--- src/rtl/regfile_write_arbiter.sv ---
// Arbitrates the single register-file write port between writeback, the load-return
// unit (A) and the debug host (B), with starvation protection and registered write outputs.
module regfile_write_arbiter #(
  parameter int STARVE_LIMIT = 4
) (
  input  logic        clk,
  input  logic        rst,
  input  logic        wb_valid,
  input  logic [4:0]  wb_addr,
  input  logic [31:0] wb_data,
  output logic        wb_stall,
  input  logic        a_valid,
  input  logic [4:0]  a_addr,
  input  logic [31:0] a_data,
  output logic        a_ready,
  input  logic        b_valid,
  input  logic [4:0]  b_addr,
  input  logic [31:0] b_data,
  output logic        b_ready,
  output logic        rf_we,
  output logic [4:0]  rf_waddr,
  output logic [31:0] rf_wdata
);

  localparam logic [3:0] LIMIT = 4'(STARVE_LIMIT);

  logic [3:0]  cnt_a_r;
  logic [3:0]  cnt_b_r;
  logic        rr_r;
  logic        starve_a_s;
  logic        starve_b_s;
  logic        grant_wb_s;
  logic        grant_a_s;
  logic        grant_b_s;
  logic [4:0]  gnt_addr_s;
  logic [31:0] gnt_data_s;

  // A saturated counter only matters while its requester is still presenting a write
  assign starve_a_s = a_valid && (cnt_a_r == LIMIT);
  assign starve_b_s = b_valid && (cnt_b_r == LIMIT);

  // Priority grant: starving secondary, then writeback, then round-robin secondaries
  always_comb begin
    grant_wb_s = 1'b0;
    grant_a_s  = 1'b0;
    grant_b_s  = 1'b0;
    if (starve_a_s && starve_b_s) begin
      if (rr_r) begin
        grant_b_s = 1'b1;
      end else begin
        grant_a_s = 1'b1;
      end
    end else if (starve_a_s) begin
      grant_a_s = 1'b1;
    end else if (starve_b_s) begin
      grant_b_s = 1'b1;
    end else if (wb_valid) begin
      grant_wb_s = 1'b1;
    end else if (a_valid && b_valid) begin
      if (rr_r) begin
        grant_b_s = 1'b1;
      end else begin
        grant_a_s = 1'b1;
      end
    end else if (a_valid) begin
      grant_a_s = 1'b1;
    end else if (b_valid) begin
      grant_b_s = 1'b1;
    end else begin
      grant_wb_s = 1'b0;
    end
  end

  // Write payload select; kept apart from the handshake outputs
  always_comb begin
    gnt_addr_s = wb_addr;
    gnt_data_s = wb_data;
    case ({grant_a_s, grant_b_s})
      2'b10: begin
        gnt_addr_s = a_addr;
        gnt_data_s = a_data;
      end
      2'b01: begin
        gnt_addr_s = b_addr;
        gnt_data_s = b_data;
      end
      default: begin
        gnt_addr_s = wb_addr;
        gnt_data_s = wb_data;
      end
    endcase
  end

  assign a_ready  = !rst && grant_a_s;
  assign b_ready  = !rst && grant_b_s;
  assign wb_stall = !rst && wb_valid && (grant_a_s || grant_b_s);

  // Arbitration state and the registered write port
  always_ff @(posedge clk or posedge rst) begin
    if (rst) begin
      cnt_a_r  <= 4'd0;
      cnt_b_r  <= 4'd0;
      rr_r     <= 1'b0;
      rf_we    <= 1'b0;
      rf_waddr <= 5'd0;
      rf_wdata <= 32'd0;
    end else begin
      if (!a_valid || grant_a_s) begin
        cnt_a_r <= 4'd0;
      end else if (cnt_a_r != LIMIT) begin
        cnt_a_r <= cnt_a_r + 4'd1;
      end
      if (!b_valid || grant_b_s) begin
        cnt_b_r <= 4'd0;
      end else if (cnt_b_r != LIMIT) begin
        cnt_b_r <= cnt_b_r + 4'd1;
      end
      if (grant_a_s) begin
        rr_r <= 1'b1;
      end else if (grant_b_s) begin
        rr_r <= 1'b0;
      end
      if (grant_wb_s || grant_a_s || grant_b_s) begin
        rf_we    <= (gnt_addr_s != 5'd0);
        rf_waddr <= gnt_addr_s;
        rf_wdata <= gnt_data_s;
      end else begin
        rf_we <= 1'b0;
      end
    end
  end

endmodule

--- config.mk ---
export PLATFORM = sky130hd
export DESIGN_NAME = regfile_write_arbiter
export DESIGN_NICKNAME = d
export VERILOG_FILES = /design/src/rtl/regfile_write_arbiter.sv
export SDC_FILE = /design/constraint.sdc
export NUM_CORES = 1
export LEC_CHECK = 0
export BUFFER_PORTS_ARGS = -buffer_cell sky130_fd_sc_hd__buf_2
export CAP_MARGIN = 25
export CORE_MARGIN = 2
export CORE_UTILIZATION = 44
export CTS_CLUSTER_DIAMETER = 40
export DETAILED_ROUTE_END_ITERATION = 12
export PLACE_DENSITY = 0.81
export SLEW_MARGIN = 10
export SYNTH_ARGS = -nofsm -noshare
export SYNTH_HDL_FRONTEND = slang
export SYNTH_SLANG_ARGS = --single-unit
--- constraint.sdc ---
create_clock -name clk -period 3.6 [get_ports clk]
set_clock_uncertainty 0.1 [all_clocks]
set_input_delay 0.72 -clock clk [delete_from_list [all_inputs] [get_ports clk]]
set_output_delay 0.72 -clock clk [all_outputs]
set_load 0.02 [all_outputs]
# Word level (Yosys, flattened, before mapping)
# Index checks and enable logic that the tools add are counted.
dict set report totals {
  output_inout_bits 41
  in_bits 116
  wordCells 62
  ff_bits 47
}
dict set report classes {
  reduce_logical 20
  n_addsub 2
  n_eq_ne 6
  muxes 28
}
# operator count
set op_table {}
lappend op_table {{$pmux W32 S2} 1}
lappend op_table {{$mux W1} 22}
lappend op_table {{$mux W4} 4}
lappend op_table {{$pmux W5 S2} 1}
lappend op_table {{$add A4 B1 Y4 const B} 2}
lappend op_table {{$eq A4 B3 Y1 const B} 2}
lappend op_table {{$logic_and A1 B1 Y1} 8}
lappend op_table {{$ne A4 B3 Y1 const B} 2}
lappend op_table {{$reduce_bool A2 Y1} 3}
lappend op_table {{$logic_or A1 B1 Y1} 5}
lappend op_table {{$reduce_bool A5 Y1} 1}
lappend op_table {{$logic_not A1 Y1} 3}
lappend op_table {{$eq A2 B1 Y1 const B} 1}
lappend op_table {{$eq A2 B2 Y1 const B} 1}

# Longest topological paths before layout
dict set report logic_depth {
  depth_word 11
  mapped_depth 13
  mapped_depth_nobuf 11
}

# Least setup slack after synthesis
# OpenSTA, ideal clock, no wires.
dict set report synth_timing {
  path_kind {flip-flop to output port}
  from {reg cnt_a_r[0]}
  to {out wb_stall}
  path_buffers 0
  required_time_ns 2.780
  arrival_ns 2.325
  slack_ns 0.455
  stages_incl_launch_ff 9
  path_cell_list {dfrtp_1 inv_1 ha_1 and3b_1 maj3_2 a22o_1 or2_1 ha_1 nor3b_1}
}
dict set report synth_between {
  elab_chain_len 6
  elab_cells_between_ends 9
  classes_between {1 x eq/ne; 4 x mux; 4 x reduce/logical}
}
# item line
set synth_rtl {}
lappend synth_rtl {{from (decl)} 27} ;# logic [3:0] cnt_a_r;
lappend synth_rtl {{from (signal assigned)} 111} ;# cnt_a_r <= cnt_a_r + 4'd1;
lappend synth_rtl {{$eq A4 B3 Y1 *} 39} ;# assign starve_a_s = a_valid && (cnt_a_r == LIMIT);
lappend synth_rtl {{$logic_and A1 B1 Y1 *} 39}
lappend synth_rtl {{$mux W1 / $logic_and A1 B1 Y1 (equally long branches)} {53, 47}}
lappend synth_rtl {{$mux W1} 47} ;# if (starve_a_s && starve_b_s) begin
lappend synth_rtl {{$logic_or A1 B1 Y1 *} 96} ;# assign wb_stall = !rst && wb_valid && (grant_a_s || grant_b_s);
lappend synth_rtl {{$logic_and A1 B1 Y1 *} 96}
lappend synth_rtl {{to (decl)} 11} ;# output logic wb_stall,
# Mark *: on every way between the ends. The rest lies on a longest branch, timed or not.

# Worst setup path in the final report
# Ends and elaborated chain as after synthesis.

==> impl_metrics.env <==
export IMPL_rr_worst_depth=11
export IMPL_cts_hold_buf=0
export IMPL_powerDensity_mw_per_mm2=420.8
export IMPL_dp_hpwl_um=5370
export IMPL_synthDistinctLibCells=31
export IMPL_yosys_warnings=0
export IMPL_port_buffers=156
export IMPL_synthCells=308
export IMPL_synth_nets=431
export IMPL_grt_overflow=0
export IMPL_path_class="register to output pin"
export IMPL_status="finished clean"
export IMPL_sw_frac_of_total_pct=35.41
export IMPL_min_period_ns=3.407
export IMPL_insertion_delay_ns=0.29
export IMPL_clock_sinks=47
export IMPL_die_area_mm2=0.006561
export IMPL_ys_dominant_reg_cell="dfrtp_1"
export IMPL_antenna_left=0
export IMPL_vias_per_cell=5.045
export IMPL_drc=0
export IMPL_gp_congestion=0.7970
export IMPL_period_share_pct=94.64
export IMPL_p_switching_w=0.0005308
export IMPL_internal_power_w=0.0009682
export IMPL_path_clk_slew_ns=0.08
export IMPL_grt_pass1_vias=2477
export IMPL_drt_iter0_drc=146
export IMPL_die_w_um=81
export IMPL_yosysTopAreaCell="dfrtp_1"
export IMPL_final_util_pct=61.25
export IMPL_drt_wirelength_per_cell_um=13.19
export IMPL_rsz0062_at_grt="false"
export IMPL_crit_required_ns=2.78
export IMPL_drt_pass1_iterations=4
export IMPL_cts_buffers=5
export IMPL_power_frac_comb_pct=34.5
export IMPL_finalSetupViolCount=0
export IMPL_power_w=0.001499
export IMPL_htreeDepth=2
export IMPL_reg2reg_slack_ns=0.40
export IMPL_yosysSeqAreaShare_pct=45.08
export IMPL_tns_ns=0
export IMPL_end_kind="output pin"
export IMPL_antenna_found_initial=0
export IMPL_path_max_fanout=7
export IMPL_hold_class="input port to async pin"
export IMPL_netlist_area_leader_share_pct=45.08
export IMPL_synth_area_leaders="dfrtp_1, o21ai_0, a22oi_1, nand2_1, ha_1"
export IMPL_core_mm2=0.005816
export IMPL_maxSlewHeadroom_pct=44.70
export IMPL_cts_root_buf="clkbuf_8"
export IMPL_final_layout_size_suffix_gt1_share_pct=39.69
export IMPL_grt_pass1_wl_um=11110
export IMPL_chipHeight_um=81
export IMPL_critPathLaunchType="register"
export IMPL_synth_area_mm2=0.002609
export IMPL_cts_resized=0
export IMPL_tightest_slew_ns=0.8295
export IMPL_area_growth_pct=36.55
export IMPL_max_clock_freq_mhz=293.5
export IMPL_cts_tree="done"
export IMPL_grt_usage_pct=22.08
export IMPL_synth_seq_cells=47
export IMPL_reg2reg_from="cnt_a_r[0]"
export IMPL_final_cells=532
export IMPL_cts_setup_buffers=0
export IMPL_syn_mean_instance_area_um2=8.470
export IMPL_ys_async_sr_fraction_pct=100.0
export IMPL_maxSlewViolCount=0
export IMPL_final_nets=579
export IMPL_drt_wl_total_um=7018
export IMPL_grt_max_degree=48
export IMPL_crit_arrival_ns=2.59
export IMPL_yosys_top_cells_count="nand2_1, o21ai_0, dfrtp_1"
export IMPL_whs_ns=0.3086
export IMPL_vias=2684
export IMPL_initial_core_util_pct=44.86
export IMPL_ios=157
export IMPL_dp_cells=523
export IMPL_r2r_end="rf_we"
export IMPL_rows=28
export IMPL_seq_power_share_pct=44.3
export IMPL_yosysMostFrequentCell="nand2_1"
export IMPL_synth_edf_count=0
export IMPL_p_leak_nw=1.748
export IMPL_final_hold_viol_count=0
export IMPL_cts_buffer_depth=2
export IMPL_p_clk_share_pct=21.2
export IMPL_cap_violations=0
export IMPL_ir_drop_uv=196.6
power by group through the flow:
stage,sequential [W],combinational (W),clock (W)
3_5_place_dp,0.000673,0.000521,0
2_1_floorplan,0.000774,0.000213,0
3_3_place_gp,0.000670,0.000508,0
6_report,0.000664,0.000518,0.000318
5_1_grt,0.000676,0.000579,0.000347
4_1_cts,0.000664,0.000522,0.000327
stage by stage:
| stage | instance area [µm²] | worst slack (ns) |
|---|---|---|
| final | 3562 | 0.1930 |
| after global routing | 3560 | 0.06815 |
| after CTS | 3540 | 0.1902 |
| after detailed placement | 3452 | 0.4251 |
| after global placement | 3452 | 0.5629 |
| after floorplan | 2609 | 0.4550 |
cell usage in the layout, fill, tap and decap left out, drive strengths merged, types with 2 or more instances in the layout:
cell    Yosys  layout
nor3        2       2
a22oi      37      37
nor3b       2       2
nor2        7       7
mux2        4       4
xnor2       5       5
and3        4       4
clkbuf      9       6
nand2      71      71
nand3b      2       2
o21ai      69      69
buf        14     164
ha          7       7
a21oi       6       6
nand3       2       2
inv         9       9
o211ai      2       2
dfrtp      47      47
cell type report:
class / instances / area (µm²)
multi-input cells: 229 / 1315
fillers: 544 / 2253
clock inverters: 1 / 5.005
repair buffers: 164 / 853.3
diodes: 1 / 2.502
well taps: 75 / 93.84
flip-flops and latches: 47 / 1176
inverters: 9 / 33.78
clock buffers: 6 / 82.58
kinds of logic after synthesis:
logic type / Yosys count / synth area share [%]
AOI/OAI and AO/OA: 115 / 26.14
and+or+nand+nor: 96 / 16.40
DFF: 47 / 45.08
buffers and inverters: 32 / 4.844
adders and majority gates: 8 / 3.789
xor gates and xnor gates: 6 / 2.014
muxes: 4 / 1.726
how the worst max path moves through the flow:
stage / slack, ns / cells after the start / end / from
floorplan: 0.45 / 8 / wb_stall / cnt_a_r[0]
global placement: 0.56 / 11 / rf_we / cnt_a_r[0]
detailed placement: 0.43 / 11 / rf_we / cnt_a_r[0]
CTS: 0.19 / 9 / wb_stall / cnt_a_r[0]
global route: 0.07 / 9 / wb_stall / cnt_a_r[0]
finish: 0.19 / 9 / wb_stall / cnt_a_r[0]
critical path, stage by stage, from the launching register on:
cell,delay (ns)
dfrtp_1,0.41
inv_1,0.06
ha_1,0.21
and3b_1,0.20
maj3_2,0.34
a22o_1,0.25
or2_1,0.25
ha_2,0.20
nor3b_1,0.18
buf_2,0.19
flip-flops by register name, summed over array words and instances (netlist names):
| register | count |
|---|---|
| cnt_b_r | 4 |
| rr_r | 1 |
| cnt_a_r | 4 |
| rf_we | 1 |
| rf_waddr | 5 |
| rf_wdata | 32 |
metal layers:
layer | global-route usage [%] | wire length, µm | up-vias
met1 | 24.26 | 2784 | 1199
met3 | 5.778 | 530 | 9
li1 | - | - | 1378
met4 | 7.119 | 102 | 0
met5 | 0 | 0 | -
met2 | 41.16 | 3600 | 98
Note: power is estimated with default switching activity, not from simulation.
